===== config.mk =====
export PLATFORM = sky130hd
export DESIGN_NAME = aurora_tx_arb
export DESIGN_NICKNAME = d
export VERILOG_FILES = /design/src/rtl/aurora_rtds_pkg.sv /design/src/rtl/aurora_tx_arb.sv
export SDC_FILE = /design/constraint.sdc
export NUM_CORES = 1
export LEC_CHECK = 0
export ABC_CLOCK_PERIOD_IN_PS = 1800
export CORE_MARGIN = 10
export CORE_UTILIZATION = 30
export CTS_CLUSTER_SIZE = 12
export DETAILED_ROUTE_END_ITERATION = 12
export HOLD_SLACK_MARGIN = 0.12
export PLACE_DENSITY = 0.71
export SLEW_MARGIN = 20
export SYNTH_ARGS = -nofsm -noshare
export SYNTH_HDL_FRONTEND = slang
export SYNTH_SLANG_ARGS = --single-unit

===== constraint.sdc =====
create_clock -name m_axis_aclk -period 1.8 [get_ports m_axis_aclk]
set_clock_uncertainty 0.1 [all_clocks]
set_input_delay 0.18 -clock m_axis_aclk [delete_from_list [all_inputs] [get_ports m_axis_aclk]]
set_output_delay 0.18 -clock m_axis_aclk [all_outputs]
set_load 0.01 [all_outputs]

===== src/rtl/aurora_rtds_pkg.sv =====
// Shared state encodings and widths for the Aurora TX arbitration path.
package aurora_rtds_pkg;

    localparam int SEQ_W  = 32;
    localparam int DATA_W = 32;
    localparam int STAT_W = 16;

    typedef enum logic [1:0] {
        ST_IDLE   = 2'd0,
        ST_GRANT0 = 2'd1,
        ST_GRANT1 = 2'd2,
        ST_SEQ    = 2'd3
    } arb_state_t;

endpackage


===== src/rtl/aurora_tx_arb.sv =====
// Two-requester packet arbiter feeding the Aurora TX user interface, with an
// optional trailing sequence-number beat per packet.
module aurora_tx_arb
    import aurora_rtds_pkg::*;
#(
    parameter logic [SEQ_W-1:0] SEQ_INIT   = 32'h0000_0000,
    parameter bit               FIXED_PRIO = 1'b0
) (
    input  logic              m_axis_aclk,
    input  logic              m_axis_aresetn,

    input  logic              s0_axis_tvalid,
    output logic              s0_axis_tready,
    input  logic [DATA_W-1:0] s0_axis_tdata,
    input  logic              s0_axis_tlast,

    input  logic              s1_axis_tvalid,
    output logic              s1_axis_tready,
    input  logic [DATA_W-1:0] s1_axis_tdata,
    input  logic              s1_axis_tlast,

    output logic              m_axis_tvalid,
    input  logic              m_axis_tready,
    output logic [DATA_W-1:0] m_axis_tdata,
    output logic              m_axis_tlast,

    input  logic              ctrl_enable,
    input  logic              ctrl_append_seq,

    output logic [STAT_W-1:0] stat_pkts0,
    output logic [STAT_W-1:0] stat_pkts1,
    output logic [SEQ_W-1:0]  stat_seq,
    output logic              stat_busy
);

    arb_state_t        state;
    arb_state_t        next_state;
    logic              last_grant;
    logic              append_q;
    logic [SEQ_W-1:0]  seq_q;
    logic [STAT_W-1:0] pkts0_q;
    logic [STAT_W-1:0] pkts1_q;

    logic [1:0] grant;
    logic       grant_req;
    logic       last_hs0;
    logic       last_hs1;
    logic       seq_hs;
    logic       pkt_done;

    // Returns {grant_valid, grant_index}; on a tie round-robin favours the
    // requester that was not served last.
    function automatic logic [1:0] pick_grant(input logic v0, input logic v1, input logic last_idx);
        logic [1:0] result;
        result = 2'b00;
        if (v0 && v1) begin
            result = {1'b1, (FIXED_PRIO ? 1'b0 : ~last_idx)};
        end else if (v0) begin
            result = 2'b10;
        end else if (v1) begin
            result = 2'b11;
        end
        return result;
    endfunction

    assign grant     = pick_grant(s0_axis_tvalid, s1_axis_tvalid, last_grant);
    assign grant_req = ctrl_enable & grant[1];

    assign last_hs0 = (state == ST_GRANT0) & s0_axis_tvalid & m_axis_tready & s0_axis_tlast;
    assign last_hs1 = (state == ST_GRANT1) & s1_axis_tvalid & m_axis_tready & s1_axis_tlast;
    assign seq_hs   = (state == ST_SEQ) & m_axis_tready;
    assign pkt_done = seq_hs | ((last_hs0 | last_hs1) & ~append_q);

    always_ff @(posedge m_axis_aclk or negedge m_axis_aresetn) begin
        if (!m_axis_aresetn) begin
            state      <= ST_IDLE;
            last_grant <= 1'b1;
            append_q   <= 1'b0;
            seq_q      <= SEQ_INIT;
            pkts0_q    <= '0;
            pkts1_q    <= '0;
        end else begin
            state <= next_state;
            if ((state == ST_IDLE) && grant_req) begin
                last_grant <= grant[0];
                append_q   <= ctrl_append_seq;
            end
            if (last_hs0) begin
                pkts0_q <= pkts0_q + STAT_W'(1);
            end
            if (last_hs1) begin
                pkts1_q <= pkts1_q + STAT_W'(1);
            end
            if (pkt_done) begin
                seq_q <= seq_q + SEQ_W'(1);
            end
        end
    end

    // Data beats pass straight through while granted; tdata/tlast are forced
    // to zero whenever tvalid is low so downstream never sees stale payload.
    always_comb begin
        next_state     = state;
        m_axis_tvalid  = 1'b0;
        m_axis_tdata   = '0;
        m_axis_tlast   = 1'b0;
        s0_axis_tready = 1'b0;
        s1_axis_tready = 1'b0;

        unique case (state)
            ST_IDLE: begin
                if (grant_req) begin
                    next_state = grant[0] ? ST_GRANT1 : ST_GRANT0;
                end
            end
            ST_GRANT0: begin
                m_axis_tvalid  = s0_axis_tvalid;
                m_axis_tdata   = s0_axis_tvalid ? s0_axis_tdata : '0;
                m_axis_tlast   = s0_axis_tvalid & s0_axis_tlast & ~append_q;
                s0_axis_tready = m_axis_tready;
                if (last_hs0) begin
                    next_state = append_q ? ST_SEQ : ST_IDLE;
                end
            end
            ST_GRANT1: begin
                m_axis_tvalid  = s1_axis_tvalid;
                m_axis_tdata   = s1_axis_tvalid ? s1_axis_tdata : '0;
                m_axis_tlast   = s1_axis_tvalid & s1_axis_tlast & ~append_q;
                s1_axis_tready = m_axis_tready;
                if (last_hs1) begin
                    next_state = append_q ? ST_SEQ : ST_IDLE;
                end
            end
            ST_SEQ: begin
                m_axis_tvalid = 1'b1;
                m_axis_tdata  = seq_q;
                m_axis_tlast  = 1'b1;
                if (seq_hs) begin
                    next_state = ST_IDLE;
                end
            end
            default: begin
                next_state = ST_IDLE;
            end
        endcase
    end

    assign stat_pkts0 = pkts0_q;
    assign stat_pkts1 = pkts1_q;
    assign stat_seq   = seq_q;
    assign stat_busy  = (state != ST_IDLE);

endmodule


* Word-level counts from Yosys, hierarchy flattened
Index checks and enable logic that the tools add are counted.
W data, S select, Z words.
** Storage, ports and cells
- Output and inout bits :: 101
- Input port bits :: 73
- Register bits after elaboration :: 68
- Logic and storage cells :: 55
** Operators by class
- Reduce and logical (&&, ||, !) cells :: 5
- Mux-type cells :: 17
- $add $sub $neg :: 3
- Bitwise logic cells :: 17
- Equal/unequal tests :: 7
** Operators by type and width (count)
- $pmux W32 S3 :: 1
- $mux W32 :: 2
- $add A16 B1 Y16 const B :: 2
- $add A32 B1 Y32 const B :: 1
- $mux W2 :: 9
- $and A1 B1 Y1 :: 13
- $ne A2 B2 Y1 const B :: 4
- $pmux W2 S4 :: 1
- $pmux W1 S3 :: 2
- $eq A2 B2 Y1 const B :: 2
- $reduce_and A4 Y1 :: 1
- $eq A2 B1 Y1 const B :: 1
- $logic_and A1 B1 Y1 :: 2
- $logic_not A2 Y1 :: 1
- $mux W1 :: 2
- $not A1 Y1 :: 2
- $or A1 B1 Y1 :: 2
- $reduce_bool A2 Y1 :: 1

* Logic depth before layout (Yosys ltp)
Gate-level depths: netlist (run 1).
- Depth in word-level cells :: 7
- Gate-level depth with buffers :: 7
- Gate-level depth less buffers :: 7

* Worst setup path after synthesis (run 1)
OpenSTA, ideal clock, no wires.
- Kind :: reg-to-reg
- From :: register state[1]
- To :: register pkts0_q[13] (netlist: stat_pkts0[13])
- Path buffers :: 0
- Path slack :: -165 ps
- Library setup time :: 125 ps
- Cell stages (with the launch flop) :: 8
- Clock period less this slack :: 1965 ps
- Arrival time :: 1740 ps
- Required time :: 1575 ps
- Cells stage by stage :: dfrtp_1 > inv_1 > ha_1 > nand4_1 > or2_2 > nor3_1 > nand3_1 > xnor2_1
** Between the ends
- Longest elaborated chain between the ends :: 4
** Ends and longest elaborated chain
- start: declaration :: RTL line aurora_tx_arb.sv:36 : arb_state_t state;
- start signal: assignment :: RTL line aurora_tx_arb.sv:83 : state <= next_state;
- $eq A2 B1 Y1 :: RTL line aurora_tx_arb.sv:69 : assign last_hs0 = (state == ST_GRANT0) & s0_axis_tvalid & m_axis_tready & s0_axis_tlast;
- $and A1 B1 Y1 (3 in a row) :: RTL line aurora_tx_arb.sv:69
- end signal: assignment :: RTL line aurora_tx_arb.sv:89 : pkts0_q <= pkts0_q + STAT_W'(1);
- end: declaration :: RTL line aurora_tx_arb.sv:41 : logic [STAT_W-1:0] pkts0_q;
No other way between the ends.
A chain may end at the register's enable or synchronous reset.

* Worst setup path in the final report (run 1)
- From :: register state[1]
- To :: output port m_axis_tdata[8]
** Between the ends
- Longest elaborated chain between the ends :: 2
- Elaborated cells on any way between the ends :: 4
- Those cells by class :: 3 x eq/ne; 1 x mux
** Ends and longest elaborated chain
- $eq A2 B2 Y1 or $eq A2 B1 Y1 (tied branches) :: RTL line aurora_tx_arb.sv:110 : unique case (state)
- $pmux W32 S3 * :: RTL line aurora_tx_arb.sv:110
- end: declaration :: RTL line aurora_tx_arb.sv:24 : output logic [DATA_W-1:0] m_axis_tdata,
Every way passes the cells marked *; elsewhere a longest branch is shown, timed or not.

==> qor.txt, run 1 <==
H-tree levels -> 3
Least-Margin Pin Slew -> 463 ps
Share of cells above drive strength 1 -> 29.7%
Vias in the first global route -> 4389
Cells after Synth -> 379
First-pass GRT wire length -> 23800 um
Req. time, crit path -> 1520 ps
Slew HR -> 68.9%
Global-route usage over all layers -> 16.9%
Status -> finished, violations left
Yosys top cell area share -> 44.9%
Full die area -> 17300 um^2
Reg2Reg Setup Slack -> -400 ps
Most common cell after layout, fill and taps aside -> clkdlybuf4s50_1
Core area -> 12100 um^2
WHS -> 320 ps
TritonCTS clock tree -> done
Final Wtd Congestion -> 0.793
Cell Count, Final, Fillers Out -> 798
First DRT Iteration DRCs -> 251
Starting Density -> 30.8%
Setup WS pre-CTS -> -405 ps
Final Core Density -> 56.5%
Final wirelength -> 15800 um
Worst r2r path cells -> 9
Post-synthesis sequential area ratio -> 45.6%
Tmin final -> 2210 ps
Final hold violations -> 0
Die height -> 132 um
Via count -> 4101
Synthesized cell area -> 3730 um^2
Total negative slack -> -22490 ps
GRT overflow -> 0
Dominant cells by area after synthesis -> dfrtp_1 (45%), xnor2_1 (9.4%), a222oi_1 (8.6%)
RSZ-0062 raised after global routing -> true
PortBufs -> 173
Hold Crit Class -> in -> async
Inserted Clock Buffers -> 9
Initial DRT Pass Iterations -> 7
CTS max path bufs -> 2
Reg-to-reg endpoint -> stat_seq[29]$_DFFE_PN0P_
Post-synth top area cell -> dfrtp_1
CP Data Arrival Time -> 1930 ps
Leak -> 3.01 nW
Worst Setup Path Type -> reg -> out
Number of I/O pins -> 174
Number of remaining DRC errors -> 0
Crit. End Element -> output port
Die width -> 132 um
CTS root buf -> clkbuf_16
Fin nets -> 705
Synthesized area per cell -> 9.84 um^2
Final Max Tran Viols -> 0
Average wire per standard cell -> 19.8 um
Yosys Warn Count -> 0
Commonest non-fill, non-tap cells in the layout -> clkdlybuf4s50_1 (135), dfrtp_1 (66), buf_4 (50)
RR Startpoint -> state[1]$_DFFE_PN0P_
CTS sink cnt -> 68
Maxcap violations -> 0
Clk slew on worst S/H paths -> 60 ps
Failing checks -> negative setup slack
Core Rows -> 40
Period utilization -> 123%
Type of origin of the critical path -> flip-flop
Register bit total from synthesis -> 68
Largest net degree at the start of global routing -> 69
Max Clock Freq -> 453 MHz
Antenna violations before repair -> 0
Synth cell types -> 34
Final setup viols -> 89
Hpwl dp -> 10500 um
Post-DRT Antenna Nets -> 0
Placed insts -> 759
Peak VDD IR -> 0.000512 V
Vias per cell -> 5.14
Clk Latency, worst-skew pair -> 330 ps
Final worst setup slack -> -407 ps
Pwr Density -> 1050 nW/um^2
Largest fanout on the critical path -> 8
Diodes inserted -> 0
Syn_nets -> 459
Synthesis-to-layout area growth -> 83.4%
-- metrics by stage --
step | total power [mW] | area (um^2)
detailed placement | 4.55 | 6140
floorplan | 3.05 | 3780
global route | 7.52 | 6840
global placement | 4.46 | 6140
finish | 7.18 | 6840
CTS | 6.95 | 6630
-- state kept, by name, summed over array words and instances (netlist names) --
| register | count |
|---|---|
| last_grant | 1 |
| state | 2 |
| stat_seq | 32 |
| append_q | 1 |
| stat_pkts0 | 16 |
| stat_pkts1 | 16 |
-- kinds of logic (layout without fill, tap and decap cells) --
logic type / after synthesis / in the layout / share of synthesized area [%]
simple gates: 167 / 167 / 22.1
flops: 68 / 68 / 45.6
xor+xnor: 61 / 61 / 14.3
compound gates: 50 / 50 / 12.5
buf+inv: 24 / 275 / 2.45
fa+ha+maj: 7 / 7 / 2.35
mux: 2 / 2 / 0.604
-- cell usage after synthesis --
library cell	n
dfrtp_1	67
nor2_1	58
nand2_1	41
xnor2_1	40
a222oi_1	32
nand3_1	21
xor2_1	21
clkbuf_1	17
nand4_1	16
and2_1	10
ha_1	7
inv_1	6
and4_1	5
nor3_1	5
a21oi_1	4
o21ai_0	4
and3_1	3
a21boi_2	2
a31oi_1	2
mux2_2	2
nor3_2	2
nor4_4	2
a21o_1	1
a22oi_1	1
a41oi_1	1
and4_2	1
buf_2	1
dfstp_2	1
nand4_2	1
nor2b_1	1
o2111ai_2	1
o2111ai_4	1
o211ai_1	1
or2_2	1
-- final cells by class --
| cell class | count | area [um^2] |
|---|---|---|
| well taps | 168 | 210 |
| multi-input cells | 287 | 2130 |
| repair buffers | 253 | 2450 |
| fillers | 1047 | 5270 |
| clock buffers | 10 | 229 |
| inverters | 6 | 25.0 |
| clock inverters | 6 | 88.8 |
| flip-flops and latches | 68 | 1700 |
-- metal layers --
metal  global-route usage, %  vias to the layer above  wire, um
li1                        -                     1875         -
met3                    6.10                       36      1460
met5                       0                        -         0
met2                    28.7                      220      7670
met1                    18.7                     1970      6250
met4                    6.98                        0       403
-- power breakdown --
group          switching, mW  internal, mW
clock                  0.672          1.21
combinational           1.60          1.81
sequential             0.203          1.69
total                   2.47          4.71
-- what timing repair did --
item                                    4_1_cts  5_1_grt
pin swaps                                    47       39
buffers inserted                              4        9
endpoints found under the setup margin       94      100
resized for setup                           195       18
hold buffers                                  1        0
gates cloned                                  6        3
endpoints found under the hold margin        68        0
-- critical path, stage by stage, from the launching register on --
cell	delay, ps
dfrtp_1	400
buf_6	130
ha_4	160
and2_4	180
clkbuf_16	180
a222oi_1	310
nor2_1	80
buf_2	150
-- how the worst max path moves through the flow --
stage / cells past startpoint / startpoint / end
2_1_floorplan: 7 / state[0]$_DFFE_PN0P_ / m_axis_tdata[11]
3_3_place_gp: 7 / state[0]$_DFFE_PN0P_ / m_axis_tdata[1]
5_1_grt: 7 / state[0]$_DFFE_PN0P_ / m_axis_tdata[1]
6_report: 7 / state[1]$_DFFE_PN0P_ / m_axis_tdata[8]
4_1_cts: 7 / state[0]$_DFFE_PN0P_ / m_axis_tdata[2]
3_5_place_dp: 7 / state[0]$_DFFE_PN0P_ / m_axis_tdata[2]
Note: power is estimated with default switching activity, not from simulation.
==> run 2, diff against run 1 <==
--- a/config.mk
+++ b/config.mk
@@ -6,12 +6,15 @@
 export NUM_CORES = 1
 export LEC_CHECK = 0
 export ABC_CLOCK_PERIOD_IN_PS = 1800
+export CELL_PAD_IN_SITES_DETAIL_PLACEMENT = 2
+export CELL_PAD_IN_SITES_GLOBAL_PLACEMENT = 2
 export CORE_MARGIN = 10
-export CORE_UTILIZATION = 30
+export CORE_UTILIZATION = 21
 export CTS_CLUSTER_SIZE = 12
 export DETAILED_ROUTE_END_ITERATION = 12
 export HOLD_SLACK_MARGIN = 0.12
-export PLACE_DENSITY = 0.71
+export MAX_ROUTING_LAYER = met4
+export PLACE_DENSITY_LB_ADDON = 0.1
 export SLEW_MARGIN = 20
 export SYNTH_ARGS = -nofsm -noshare
 export SYNTH_HDL_FRONTEND = slang
==> qor.txt, run 2 (synthesized netlist as in run 1, its figures left out) <==
Maxcap violations -> 0 (unchanged)
Via count -> 4160 (+1.4%)
Placed Area -> 6290 um^2 (+2.4%)
Sequential Power Share -> 24.8% (-1.6 points)
Final worst setup slack -> -435 ps (-27.8 ps)
Cell Count, Final, Fillers Out -> 876 (+9.8%)
CTS sink cnt -> 68 (unchanged)
Clk Latency, worst-skew pair -> 340 ps (about the same)
Largest net degree at the start of global routing -> 36 (-48%)
Max Clock Freq -> 447 MHz (-1.2%)
TritonCTS clock tree -> done
CTS max path bufs -> 2 (unchanged)
PortBufs -> 173 (unchanged)
Diodes inserted -> 0 (unchanged)
Largest register FFs -> 32 (unchanged)
Largest fanout on the critical path -> 8 (unchanged)
Clock Power Share -> 26.9% (+0.7 points)
Worst Setup Path Type -> reg -> out
Least-Margin Pin Slew -> 482 ps (+19.1 ps)
Number of remaining DRC errors -> 0 (unchanged)
H-tree levels -> 3 (unchanged)
GRT overflow -> 0 (unchanged)
Sw Share -> 34.6% (+0.15 points)
Core area -> 17400 um^2 (+43%)
First-pass GRT wire length -> 27900 um (+17%)
CTS root buf -> clkbuf_16
CP Data Arrival Time -> 1960 ps (+30 ps)
Core Rows -> 48 (+20%)
Final Max Tran Viols -> 0 (unchanged)
Total negative slack -> -23570 ps (-1080 ps)
Combinational power share -> 48.3% (+0.9 points)
Global-route usage over all layers -> 15.5% (-1.4 points)
Failing checks -> negative setup slack
Antenna violations before repair -> 0 (unchanged)
Fin nets -> 727 (+3.1%)
Status -> finished, violations left
Placed insts -> 826 (+8.8%)
Type of origin of the critical path -> flip-flop
Inserted Clock Buffers -> 9 (unchanged)
Final setup viols -> 92 (+3.4%)
RSZ-0062 raised after global routing -> true
Crit. End Element -> output port
Average wire per standard cell -> 21.1 um (+6.7%)
Number of I/O pins -> 174 (unchanged)
Pwr Density -> 1040 nW/um^2 (-0.67%)
Vias in the first global route -> 4831 (+10%)
Synthesis-to-layout area growth -> 96.6%
Slew HR -> 67.8% (-1.0 points)
Clk slew on worst S/H paths -> 60 ps (about the same)
First DRT Iteration DRCs -> 230 (-8.4%)
Most common cell after layout, fill and taps aside -> clkdlybuf4s50_1
Post-DRT Antenna Nets -> 0 (unchanged)
Peak VDD IR -> 0.000458 V (-10%)
Hpwl dp -> 13100 um (+25%)
Sw power -> 2.64 mW (+7.0%)
Starting Density -> 21.5% (-9.3 points)
Final wirelength -> 18500 um (+17%)
Hold Crit Class -> in -> async
WHS -> 236 ps (-84.6 ps)
Req. time, crit path -> 1520 ps (about the same)
Initial DRT Pass Iterations -> 8 (+1)
Final hold violations -> 0 (unchanged)
Post-Layout Inst Area -> 7340 um^2 (+7.2%)
Internal power -> 5.01 mW (+6.3%)
Final Wtd Congestion -> 0.769 (-3.1%)
Commonest non-fill, non-tap cells in the layout -> clkdlybuf4s50_1 (131), dfrtp_1 (63), buf_4 (63)
Die width -> 153 um (+17%)
Leak -> 3.31 nW (+9.9%)
Share of cells above drive strength 1 -> 36.4% (+6.7 points)
Vias per cell -> 4.75 (-7.6%)
Tmin final -> 2240 ps (+27.8 ps)
Die height -> 153 um (+17%)
Full die area -> 23500 um^2 (+36%)
Period utilization -> 124% (+1.5 points)
-- run 2: through the flow --
stage	util, %	power [mW]	setup WS (ps)
6_report	42.3	7.65	-435
5_1_grt	42.3	8.11	-568
4_1_cts	40.3	7.53	-446
3_5_place_dp	36.2	4.78	-467
3_3_place_gp	36.2	4.71	-485
2_1_floorplan	-	3.05	-58.7
-- run 2: final cells by class --
type	count	area (um^2)
clock buffers	10	239
flip-flops and latches	68	1710
inverters	6	27.5
multi-input cells	287	2330
repair buffers	275	2660
well taps	225	282
clock inverters	5	100
fillers	1802	10000
-- run 2: path summary, 6_finish.rpt --
| path | startpoint | endpoint | slack, ps | cells past startpoint |
|---|---|---|---|---|
| max | state[0]$_DFFE_PN0P_ | m_axis_tdata[26] | -440 | 7 |
| min | m_axis_aresetn | stat_pkts1[10]$_DFFE_PN0P_ | 240 | 2 |
| max reg2reg | state[0]$_DFFE_PN0P_ | stat_seq[18]$_DFFE_PN0P_ | -350 | 10 |
| min reg2reg | stat_pkts0[15]$_DFFE_PN0P_ | stat_pkts0[15]$_DFFE_PN0P_ | 360 | 1 |
| max in group asynchronous | m_axis_aresetn | stat_seq[15]$_DFFE_PN0P_ | 760 | 3 |
| min in group m_axis_aclk | stat_pkts0[15]$_DFFE_PN0P_ | stat_pkts0[15]$_DFFE_PN0P_ | 360 | 1 |
-- run 2: power groups by stage --
| stage | combinational [mW] | clock (mW) | sequential [mW] |
|---|---|---|---|
| final | 3.70 | 2.06 | 1.89 |
| after global routing | 4.00 | 2.19 | 1.92 |
| after CTS | 3.51 | 2.12 | 1.89 |
| after detailed placement | 2.85 | 0 | 1.92 |
| after global placement | 2.80 | 0 | 1.91 |
| after floorplan | 1.12 | 0 | 1.93 |
-- run 2: worst max-delay path: stages (launching register included) --
cell and delay (ps):
dfrtp_1 400, buf_6 140, buf_6 110, ha_4 210, buf_12 160, a222oi_1 360, nor2_1 80, buf_2 150
-- run 2: timing repair --
item                                    CTS  global route
pin swaps                                61            76
endpoints found under the setup margin   97           105
endpoints found under the hold margin    33             0
setup buffers                            20            11
hold buffers                              1             0
gates cloned                              6             1
gates resized for setup                 220            61
-- run 2: routing by layer --
layer | wire, um | vias up | part of all wire, % | track usage (%)
met5 | 0 | - | 0 | -
met4 | 200 | 0 | 1.1 | 4.22
met3 | 1290 | 11 | 7.0 | 5.02
met2 | 9520 | 138 | 51 | 26.8
met1 | 7490 | 2100 | 40 | 16.6
li1 | - | 1911 | - | -
